==> config.mk <==
export PLATFORM = sky130hd
export DESIGN_NAME = rvvi_tx_arbiter
export DESIGN_NICKNAME = d
export VERILOG_FILES = /design/src/rtl/cvw.sv /design/src/rtl/satcounter.sv /design/src/rtl/rvvi_tx_arbiter.sv
export SDC_FILE = /design/constraint.sdc
export NUM_CORES = 1
export LEC_CHECK = 0
export ABC_AREA = 1
export CORE_UTILIZATION = 40
export CTS_CLUSTER_DIAMETER = 50
export CTS_CLUSTER_SIZE = 40
export DETAILED_ROUTE_END_ITERATION = 8
export PLACE_DENSITY_LB_ADDON = 0.2
export SLEW_MARGIN = 20
export SYNTH_ARGS = -nofsm -noshare
export SYNTH_HDL_FRONTEND = slang
export SYNTH_SLANG_ARGS = --single-unit
==> constraint.sdc <==
create_clock -name clk -period 5.2 [get_ports clk]
set_input_delay 1.56 -clock clk [delete_from_list [all_inputs] [get_ports clk]]
set_output_delay 1.56 -clock clk [all_outputs]
set_load 0.02 [all_outputs]
==> src/rtl/cvw.sv <==
// Shared types and constants for the RVVI transmit path.
package cvw;

  // Arbiter FSM states.
  typedef enum logic [1:0] {
    StIdle  = 2'd0,
    StTrace = 2'd1,
    StCtrl  = 2'd2,
    StGap   = 2'd3
  } tx_state_e;

  // Idle cycles inserted after the last beat of every packet.
  localparam logic [31:0] DefaultPacketDelay = 32'd2;

endpackage

==> src/rtl/satcounter.sv <==
// Up-counter that sticks at all-ones instead of wrapping.
module satcounter #(
  parameter int unsigned Width = 16
) (
  input  logic             clk_i,
  input  logic             rst_ni,
  input  logic             inc_i,
  output logic [Width-1:0] count_o
);

  logic [Width-1:0] count_q, count_d;

  // Next count: increment unless already saturated.
  always_comb begin
    count_d = count_q;
    if (inc_i && (count_q != '1)) begin
      count_d = count_q + Width'(1);
    end
  end

  // Count register.
  always_ff @(posedge clk_i or negedge rst_ni) begin
    if (!rst_ni) begin
      count_q <= '0;
    end else begin
      count_q <= count_d;
    end
  end

  assign count_o = count_q;

endmodule

==> src/rtl/rvvi_tx_arbiter.sv <==
// Packet-level arbiter merging the RVVI trace stream and the control/heartbeat
// stream onto a single AXI-stream towards the Ethernet MAC. Packets are never
// interleaved; ties alternate, starting with control.
module rvvi_tx_arbiter
  import cvw::*;
#(
  parameter logic [31:0] PACKET_DELAY = DefaultPacketDelay,
  parameter int unsigned CNT_W        = 16
) (
  input  logic             clk,
  input  logic             resetn,
  input  logic             Enable,
  input  logic [31:0]      TraceTdata,
  input  logic [3:0]       TraceTkeep,
  input  logic             TraceTvalid,
  input  logic             TraceTlast,
  output logic             TraceTready,
  input  logic [31:0]      CtrlTdata,
  input  logic [3:0]       CtrlTkeep,
  input  logic             CtrlTvalid,
  input  logic             CtrlTlast,
  output logic             CtrlTready,
  output logic [31:0]      TxTdata,
  output logic [3:0]       TxTkeep,
  output logic             TxTvalid,
  output logic             TxTlast,
  input  logic             TxTready,
  output logic             ExternalStall,
  output logic [CNT_W-1:0] TracePktCount,
  output logic [CNT_W-1:0] CtrlPktCount
);

  tx_state_e   state_q, state_d;
  logic        last_ctrl_q, last_ctrl_d;
  logic [31:0] gap_cnt_q, gap_cnt_d;

  logic trace_done;
  logic ctrl_done;

  // Last beat of the granted packet accepted by the MAC this cycle.
  assign trace_done = (state_q == StTrace) && TraceTvalid && TxTready && TraceTlast;
  assign ctrl_done  = (state_q == StCtrl) && CtrlTvalid && TxTready && CtrlTlast;

  // State register.
  always_ff @(posedge clk or negedge resetn) begin
    if (!resetn) begin
      state_q <= StIdle;
    end else begin
      state_q <= state_d;
    end
  end

  // Next-state: grant only from idle, hold until the last beat, then gap.
  always_comb begin
    state_d = state_q;
    unique case (state_q)
      StIdle: begin
        if (Enable) begin
          if (CtrlTvalid && (!TraceTvalid || !last_ctrl_q)) begin
            state_d = StCtrl;
          end else if (TraceTvalid) begin
            state_d = StTrace;
          end
        end
      end
      StTrace: begin
        if (trace_done) begin
          state_d = (PACKET_DELAY == 32'd0) ? StIdle : StGap;
        end
      end
      StCtrl: begin
        if (ctrl_done) begin
          state_d = (PACKET_DELAY == 32'd0) ? StIdle : StGap;
        end
      end
      StGap: begin
        if (gap_cnt_q <= 32'd1) begin
          state_d = StIdle;
        end
      end
      default: state_d = StIdle;
    endcase
  end

  // Outputs: pass the granted source through, everything else quiet.
  always_comb begin
    TxTdata     = '0;
    TxTkeep     = '0;
    TxTvalid    = 1'b0;
    TxTlast     = 1'b0;
    TraceTready = 1'b0;
    CtrlTready  = 1'b0;
    unique case (state_q)
      StTrace: begin
        TxTdata     = TraceTdata;
        TxTkeep     = TraceTkeep;
        TxTvalid    = TraceTvalid;
        TxTlast     = TraceTlast;
        TraceTready = TxTready;
      end
      StCtrl: begin
        TxTdata    = CtrlTdata;
        TxTkeep    = CtrlTkeep;
        TxTvalid   = CtrlTvalid;
        TxTlast    = CtrlTlast;
        CtrlTready = TxTready;
      end
      default: begin
      end
    endcase
  end

  // Gap counter and tie-break flag next values.
  always_comb begin
    gap_cnt_d   = gap_cnt_q;
    last_ctrl_d = last_ctrl_q;
    if (trace_done || ctrl_done) begin
      gap_cnt_d = PACKET_DELAY;
    end else if ((state_q == StGap) && (gap_cnt_q != 32'd0)) begin
      gap_cnt_d = gap_cnt_q - 32'd1;
    end
    if (ctrl_done) begin
      last_ctrl_d = 1'b1;
    end else if (trace_done) begin
      last_ctrl_d = 1'b0;
    end
  end

  // Gap counter and tie-break flag registers.
  always_ff @(posedge clk or negedge resetn) begin
    if (!resetn) begin
      gap_cnt_q   <= '0;
      last_ctrl_q <= 1'b0;
    end else begin
      gap_cnt_q   <= gap_cnt_d;
      last_ctrl_q <= last_ctrl_d;
    end
  end

  // The core must stall whenever a trace beat is offered but not taken.
  assign ExternalStall = TraceTvalid & ~TraceTready;

  satcounter #(
    .Width (CNT_W)
  ) u_trace_cnt (
    .clk_i   (clk),
    .rst_ni  (resetn),
    .inc_i   (trace_done),
    .count_o (TracePktCount)
  );

  satcounter #(
    .Width (CNT_W)
  ) u_ctrl_cnt (
    .clk_i   (clk),
    .rst_ni  (resetn),
    .inc_i   (ctrl_done),
    .count_o (CtrlPktCount)
  );

endmodule

==> results.json, run 1 <==
{
  "outcome": "finished with violations",
  "violations": "DRC",
  "arrival_ns": 2.91,
  "post_cts_resized": 0,
  "place_area_mm2": 0.006371,
  "clock_latency_ns": 0.34,
  "cts_sinks": 67,
  "grt_overflow": 0,
  "crit_family": "buffers and inverters",
  "grt_max_degree": 41,
  "cts_tree": "built",
  "gp_routability_congestion": 0.9454,
  "seq_area_frac_synth_pct": 35.25,
  "synth_area_leaders": "dfrtp_1 (35%), nand2_1 (21%), nor2_1 (7.7%)",
  "antenna_found_initial": 0,
  "fin_crit_sh_pct": 85.96,
  "path_cells": "clkdlybuf4s50_1 > nand2_1 > a21oi_1 > clkdlybuf4s50_1",
  "fin_ws_ns": 0.7302,
  "slew_headroom_pct": 39.62,
  "dr.first_iter.drc_count": 396,
  "met2WireLength_um": 6654,
  "start_util_pct": 41.30,
  "grt_pass1_wl_um": 23030,
  "dieWidth_um": 111.0,
  "seqCellArea_mm2": 0.001677,
  "detail-route-antenna-nets": 0,
  "fin_tns_setup_ns": 0,
  "hold_class": "register to register",
  "vias": 5097,
  "route.detailed.drc": 20,
  "wl_per_cell_um": 13.47,
  "final_cells": 1011,
  "r2r_cells": 10,
  "synth_top_area_cell": "dfrtp_1",
  "numCtsBuffers": 9,
  "met3_length_um": 730,
  "path_common_cell": "clkdlybuf4s50_1",
  "drt_first_pass_iters": 7,
  "clockBufferDepth": 2,
  "vias_per_cell": 5.042,
  "io_pins": 153,
  "diodes": 0,
  "grt_pass1_vias": 4868,
  "ctsHoldBuffers": 0,
  "ir_drop_v": 0.0003375,
  "critical_path_buf_inv_count": 2,
  "fillers": 1065,
  "drv_slew": 0,
  "ys_warn_count": 0,
  "final.min_clock_period_ns": 4.470,
  "rows": 39,
  "crit_type": "input port to output port",
  "drive_gt1_share_pct": 3.687,
  "hpwl_um": 10020,
  "wl_met1_um": 5973,
  "die_h_um": 111.0,
  "drv_cap": 0,
  "core-area_mm2": 0.01152,
  "final-setup-viol-count": 0,
  "synthCells": 720,
  "worst_pin_slew_ns": 0.9057,
  "syn_avg_cell_area_um2": 6.605,
  "p_leak_nw": 3.125,
  "path_clk_slew_ns": 0.05,
  "numPortBuffers": 152,
  "multi_input_area_mm2": 0.002744,
  "synth_nets": 810,
  "pre_cts_slack_ns": 0.7441,
  "finalInstanceArea_mm2": 0.006653,
  "clock-root-buffer": "clkbuf_16",
  "synth.distinct_cells": 26,
  "drt-total-wl_um": 13620,
  "syn_to_final_growth_pct": 39.88,
  "rsz0062_at_grt": "false",
  "fin_total_pwr_mw": 3.676,
  "cp-start-kind": "input port",
  "place_inst": 997,
  "slowest_stage": "clkdlybuf4s50_1",
  "crit_fanout": 2,
  "track_usage_pct": 23.05,
  "ys_ff_latch": 67,
  "required_ns": 3.64,
  "holdPathStages": 1,
  "top_layer_used": "met4",
  "worst-path-stages": 4,
  "crit_path_end_kind": "output port",
  "fin_skew_ns": 0.007207,
  "fmax_mhz": 223.7,
  "nets": 955,
  "hold_viol": 0,
  "htreeDepth": 3,
  "cpPeakStageDelay_ns": 0.62,
  "syn-cell-area_mm2": 0.004756,
  "post_cts_buffers": 0,
  "dieArea_mm2": 0.01233,
  "power_density_mw_per_mm2": 552.5,
  "synth_top_area_share_pct": 35.25
}
-- worst reg2reg max path: stages (launching register included) --
cell	delay, ns
dfrtp_1	0.41
inv_1	0.12
ha_1	0.15
buf_4	0.36
nand2_1	0.15
nor3_2	0.35
nand2_1	0.39
nor2_1	0.31
nand2_1	0.08
nand2_1	0.06
nand2_1	0.04
-- sequential cells by signal (all words and copies together) (netlist names) --
name	cells
gap_cnt_q	32
u_ctrl_cnt.count_o	16
u_trace_cnt.count_o	16
state_q	2
last_ctrl_q	1
-- final cells by class --
cell class,instances,share of cell area (%)
clock buffer,9,3.385
clock inverter,5,0.8463
inverter,58,3.273
multi-input combinational,572,41.25
sequential,67,25.20
tap,143,2.689
timing repair buffer,157,23.36
-- placed cells by master (no fill, tap or decap), types with 2 or more instances in the layout --
cell type        instances
inv_1                   58
nor3_2                   2
clkbuf_16                9
xnor2_1                  2
nor3_1                  12
o21bai_1                 6
clkdlybuf4s50_1        151
buf_4                    5
dfrtp_1                 67
nand3b_1                 6
nor2_4                   4
ha_1                    10
o21ai_0                 22
nand3_1                 30
clkinv_2                 2
nand4_1                 28
a21oi_1                 39
nor2_2                   3
nor2_1                  97
or2_2                    2
nand2_1                268
xor2_1                  38
-- cells in the mapped netlist --
library cell / instances
nand2_1: 268
nor2_1: 98
dfrtp_1: 67
inv_1: 58
a21oi_1: 39
xor2_1: 38
nand3_1: 30
nand4_1: 28
o21ai_0: 22
nor3_1: 12
clkbuf_1: 10
ha_1: 10
nand3b_1: 6
o21bai_1: 6
buf_1: 5
nor2_4: 4
buf_2: 3
buf_6: 3
buf_4: 2
nor2_2: 2
nor3_2: 2
or2_2: 2
xnor2_1: 2
a21boi_0: 1
nand2_2: 1
nor3b_1: 1
-- path summary, 6_finish.rpt --
kind	startpoint	end	slack, ns
max	TraceTlast	TxTlast	0.73
min reg2reg	u_ctrl_cnt.count_o[4]	u_ctrl_cnt.count_o[4]	0.52
max in group asynchronous	resetn	u_ctrl_cnt.count_o[7]	2.95
min	u_ctrl_cnt.count_o[4]	u_ctrl_cnt.count_o[4]	0.52
max reg2reg	state_q[0]	u_ctrl_cnt.count_o[13]	2.67
min in group asynchronous	resetn	gap_cnt_q[23]	1.36
-- logic make-up (layout without fill, tap and decap cells) --
kind of cell | count (synthesis) | after routing | share of synthesized area [%]
adders and majority gates | 10 | 10 | 2.631
xor gates and xnor gates | 40 | 40 | 7.367
DFF | 67 | 67 | 35.25
and+or+nand+nor | 454 | 454 | 40.12
AOI/OAI and AO/OA | 68 | 68 | 7.524
buffers and inverters | 81 | 229 | 7.103
-- per-stage QoR --
stage               hold slack (ns)  util [%]
floorplan                    0.4422         -
global placement             0.4977     55.32
detailed placement           0.4999     55.32
CTS                          0.5166     57.77
global route                 0.5397     57.77
finish                       0.5175     57.77
-- power breakdown --
group          internal [mW]  switching, mW  total (mW)
clock network          0.364          0.221       0.585
logic                  0.821           1.41        2.23
registers              0.672          0.191       0.862
-- routing by layer --
metal / track usage (%) / vias to the layer above
met2: 40.04 / 131
met4: 6.847 / 0
met3: 5.905 / 24
li1: - / 2568
met5: 0 / -
met1: 28.07 / 2374
Power figures use the tool's default switching activity.
==> inputs of run 2 (changes only) <==
--- a/config.mk
+++ b/config.mk
@@ -6,7 +6,7 @@
 export NUM_CORES = 1
 export LEC_CHECK = 0
 export ABC_AREA = 1
-export CORE_UTILIZATION = 40
+export CORE_UTILIZATION = 43
 export CTS_CLUSTER_DIAMETER = 50
 export CTS_CLUSTER_SIZE = 40
 export DETAILED_ROUTE_END_ITERATION = 8
==> constraint.sdc (replaced) <==
create_clock -name clk -period 3.6 [get_ports clk]
set_input_delay 1.08 -clock clk [delete_from_list [all_inputs] [get_ports clk]]
set_output_delay 1.08 -clock clk [all_outputs]
set_load 0.02 [all_outputs]
==> run 2 against run 1 <==
The flow now finishes without violations. Clock skew grew 0.00050 ns. Sequential share of layout area grew 0.24 points. Critical path depth is the same. Cell count grew 0.20%. Power grew 39%. Clock power grew 6.7%. Core utilization grew 3.3 points. Sequential power grew 44%.
==> results.json, run 2 (synthesis gave the netlist of run 1 again) <==
{
  "fin_ws_ns": 0.05372,
  "antenna_found_initial": 0,
  "r2r-end": "u_trace_cnt.count_o[8]",
  "holdWs_ns": 0.5062,
  "path_clk_slew_ns": 0.07,
  "crit_end": "TxTdata[27]",
  "ir_drop_v": 0.0003483,
  "r2r_cells": 8,
  "htreeDepth": 3,
  "r2r_slack_ns": 1.12,
  "rows": 38,
  "clock_latency_ns": 0.36,
  "slowest_stage": "clkdlybuf4s50_1",
  "pre_cts_slack_ns": 0.06944,
  "die_h_um": 107.2,
  "fmax_mhz": 282.0,
  "drv_cap": 0,
  "clockBufferDepth": 2,
  "drt-total-wl_um": 13830,
  "hpwl_um": 10230,
  "grt_max_degree": 41,
  "final-setup-viol-count": 0,
  "fillers": 995,
  "arrival_ns": 2.47,
  "grt_overflow": 0,
  "post_cts_buffers": 0,
  "io_pins": 153,
  "grt_pass1_vias": 4892,
  "slew_headroom_pct": 52.33,
  "largest_reg_flops": 32,
  "drt_first_pass_iters": 5,
  "grt_pass1_wl_um": 22720,
  "route.detailed.drc": 0,
  "detail-route-antenna-nets": 0,
  "syn_to_final_growth_pct": 38.57,
  "drv_slew": 0,
  "drive_gt1_share_pct": 4.238,
  "dieWidth_um": 107.2,
  "r2r-start": "state_q[1]",
  "place_inst": 997,
  "cpPeakStageDelay_ns": 0.65,
  "diodes": 0,
  "track_usage_pct": 24.76,
  "clock-root-buffer": "clkbuf_8",
  "nets": 958,
  "vias": 5172,
  "crit_path_end_kind": "output port",
  "core-area_mm2": 0.01079,
  "numPortBuffers": 152,
  "path_cells": "clkdlybuf4s50_1 > nand2_1 > a21oi_1 > clkdlybuf4s50_1",
  "seqCellArea_mm2": 0.001677,
  "power_density_mw_per_mm2": 775.5,
  "hold_class": "register to register",
  "cp-startpoint": "TraceTdata[27]",
  "crit_type": "input port to output port",
  "vias_per_cell": 5.106,
  "final_cells": 1013,
  "outcome": "finished, final reports clean",
  "worst-path-stages": 4,
  "rsz0062_at_grt": "false",
  "crit_family": "buffers and inverters",
  "ctsHoldBuffers": 0,
  "start_util_pct": 44.06,
  "critical_path_buf_inv_count": 2,
  "numCtsBuffers": 9,
  "gp_routability_congestion": 0.9089,
  "dieArea_mm2": 0.01148,
  "cts_sinks": 67,
  "fin_skew_ns": 0.007709,
  "final.min_clock_period_ns": 3.546,
  "regMostFlops": "gap_cnt_q",
  "mostFrequentLayoutCells": "nand2_1 (268), clkdlybuf4s50_1 (151), nor2_1 (97), dfrtp_1 (67), inv_1 (58)",
  "p_leak_nw": 3.109,
  "multi_input_area_mm2": 0.002744,
  "crit_fanout": 1,
  "fin_tns_setup_ns": 0,
  "dr.first_iter.drc_count": 363,
  "hold_viol": 0,
  "cp-start-kind": "input port",
  "required_ns": 2.52,
  "final_common_cell": "nand2_1",
  "wl_per_cell_um": 13.66,
  "worst_pin_slew_ns": 0.7151,
  "cts_tree": "built",
  "path_common_cell": "clkdlybuf4s50_1",
  "fin_crit_sh_pct": 98.51
}
run 2: metal layers:
metal  wire length, um  vias up  GRT usage [%]  part of all wire, %
met3               837       35          5.836                  6.1
met2              6764      155          42.95                   49
met5                 0        -              0                    0
met4               296        0          8.121                  2.1
met1              5937     2409          30.11                   43
li1                  -     2573              -                    -
run 2: worst min-delay path by stage:
stage | from | endpoint | slack [ns] | cells after the start
detailed placement | u_ctrl_cnt.count_o[10] | u_ctrl_cnt.count_o[10] | 0.50 | 1
global route | last_ctrl_q | last_ctrl_q | 0.55 | 2
floorplan | last_ctrl_q | last_ctrl_q | 0.44 | 2
finish | last_ctrl_q | last_ctrl_q | 0.51 | 2
CTS | last_ctrl_q | last_ctrl_q | 0.52 | 2
global placement | gap_cnt_q[31] | gap_cnt_q[31] | 0.49 | 2
run 2: final cells by class:
type                    count  area share [%]
well taps                 140           2.658
clock inverters             6          0.8354
multi-input cells         572           41.64
clock buffers              10           2.088
flip-flops and latches     67           25.44
repair buffers            160           24.04
inverters                  58           3.304
run 2: worst min-delay path: stages, from the launching register on:
cell     delay, ns
dfrtp_1       0.36
nand2_1       0.06
nand2_1       0.06
run 2: where the power goes:
| group | switching (mW) | internal (mW) | leakage [nW] |
|---|---|---|---|
| clock network | 0.292 | 0.332 | 0.106 |
| registers | 0.275 | 0.967 | 0.894 |
| logic | 2.05 | 1.19 | 2.11 |
run 2: what timing repair did:
item / 4_1_cts / 5_1_grt
resized for setup: 0 / 2
endpoints found under the hold margin: 0 / 0
endpoints found under the setup margin: 0 / 5
run 2: metrics by stage:
step	utilization, %	cell area (um^2)	power, mW
floorplan	-	4756	3.401
global placement	59.20	6390	4.357
detailed placement	59.20	6390	4.441
CTS	60.99	6583	5.098
global route	61.06	6590	5.593
finish	61.06	6590	5.111
==> inputs of run 3 (changes only) <==
==> constraint.sdc (replaced) <==
create_clock -name clk -period 3.05 [get_ports clk]
set_input_delay 0.915 -clock clk [delete_from_list [all_inputs] [get_ports clk]]
set_output_delay 0.915 -clock clk [all_outputs]
set_load 0.02 [all_outputs]
==> run 3 against run 2 <==
Combinational power is 18% higher. Register-to-register slack worse by 0.48 ns. Global-route usage is 0.18 points higher. Sequential share of layout area is 0.11 points lower. Sequential power is 18% higher. Clock skew is 0.00067 ns higher. Critical path type is now register to output port. Die area stayed put. Via count is 0.19% lower. Final area is 0.44% higher. Core utilization is 0.27 points higher. Sequential cell count stayed put. Power is 16% higher.
==> results.json, run 3 (synthesis gave the netlist of run 1 again) <==
{
  "cts_sinks": 67,
  "numPortBuffers": 152,
  "drive_gt1_share_pct": 5.114,
  "grt_overflow": 0,
  "r2r_slack_ns": 0.64,
  "grt_pass1_wl_um": 22840,
  "antenna_found_initial": 0,
  "track_usage_pct": 24.94,
  "start_util_pct": 44.06,
  "arrival_ns": 1.99,
  "core-area_mm2": 0.01079,
  "nets": 967,
  "p_leak_nw": 3.320,
  "cp-startpoint": "state_q[0]",
  "fmax_mhz": 344.8,
  "largest_reg_flops": 32,
  "place_inst": 1006,
  "diodes": 0,
  "htreeDepth": 3,
  "crit_type": "register to output port",
  "crit_path_end_kind": "output port",
  "clock-root-buffer": "clkbuf_8",
  "regMostFlops": "gap_cnt_q",
  "grt_max_degree": 41,
  "hold_class": "register to register",
  "io_pins": 153,
  "hold_viol": 0,
  "drv_slew": 0,
  "cts_tree": "built",
  "final.min_clock_period_ns": 2.900,
  "rows": 38,
  "fin_skew_ns": 0.008382,
  "drt-total-wl_um": 13800,
  "gp_routability_congestion": 0.9220,
  "ir_drop_v": 0.0004562,
  "holdWs_ns": 0.4802,
  "drt_first_pass_iters": 5,
  "place_area_mm2": 0.006507,
  "final_cells": 1020,
  "required_ns": 2.13,
  "slew_headroom_pct": 64.73,
  "final_common_cell": "nand2_1",
  "detail-route-antenna-nets": 0,
  "numCtsBuffers": 9,
  "clock_latency_ns": 0.36,
  "worst_pin_slew_ns": 0.5249,
  "hpwl_um": 10260,
  "syn_to_final_growth_pct": 39.17,
  "vias_per_cell": 5.061,
  "crit_fanout": 18,
  "route.detailed.drc": 0,
  "dr.first_iter.drc_count": 391,
  "final-setup-viol-count": 0,
  "fin_crit_sh_pct": 95.09,
  "die_h_um": 107.2,
  "outcome": "finished, final reports clean",
  "fin_tns_setup_ns": 0,
  "finalInstanceArea_mm2": 0.006619,
  "cp-start-kind": "register",
  "worstHoldStart": "last_ctrl_q",
  "drv_cap": 0,
  "path_clk_slew_ns": 0.07,
  "grt_pass1_vias": 4909,
  "r2r-start": "state_q[0]",
  "vias": 5162,
  "dieWidth_um": 107.2,
  "dieArea_mm2": 0.01148,
  "rsz0062_at_grt": "false",
  "clockBufferDepth": 2,
  "power_density_mw_per_mm2": 896.2,
  "wl_per_cell_um": 13.53,
  "fin_total_pwr_mw": 5.932,
  "mostFrequentLayoutCells": "nand2_1 (268), clkdlybuf4s50_1 (110), nor2_1 (97), dfrtp_1 (67), inv_1 (58)"
}
[run 3: cell count changes in the layout (fill, tap and decap cells not counted), sizes merged]
cell,change
clkdlybuf4s50,-41
buf,+9
clkbuf,+2
dlygate4sd2,+40
clkinv,-2
bufinv,-1
[run 3: worst max-delay path, stage by stage, from the launching register on]
cell and delay (ns):
dfrtp_1 0.42, inv_1 0.13, ha_1 0.23, buf_4 0.25
nand2_1 0.10, a21oi_1 0.13, dlygate4sd2_1 0.36
[run 3: report_power, final]
group          switching (mW)  internal [mW]  leakage (nW)
combinational            2.43           1.38          2.34
sequential              0.320           1.14         0.894
clock                   0.333          0.326        0.0908
total                    3.09           2.84          3.32
[run 3: layout make-up]
| cell class | count | area (um^2) |
|---|---|---|
| Inverter | 58 | 217.7 |
| Clock buffer | 11 | 151.4 |
| Timing Repair Buffer | 169 | 1639 |
| Fill cell | 1039 | 4174 |
| Tap cell | 140 | 175.2 |
| Clock inverter | 3 | 15.01 |
| Sequential cell | 67 | 1677 |
| Multi-Input combinational cell | 572 | 2744 |
[run 3: layer usage]
layer	routed length, um	global-route usage [%]
met2	6695	41.57
met1	6125	32.64
met5	0	0
met4	291	9.491
met3	686	3.708
[run 3: timing repair]
action	4_1_cts	5_1_grt
setup buffers	0	0
resized for setup	41	2
gates cloned	0	0
hold buffers	0	0
setup endpoints to repair	41	1
[run 3: final timing paths]
path | to | cells past startpoint
setup / recovery | TxTlast | 6
hold / removal | last_ctrl_q | 2
setup reg to reg | state_q[0] | 12
hold reg to reg | last_ctrl_q | 2
max in group asynchronous | u_trace_cnt.count_o[1] | 2
min in group asynchronous | gap_cnt_q[21] | 1
[run 3: per-stage QoR]
stage	utilization, %	worst slack [ns]
after global routing	61.33	0.02896
after CTS	61.36	0.08697
final	61.33	0.1498
after floorplan	-	0.4484
after detailed placement	60.29	-0.1635
after global placement	60.29	-0.1647
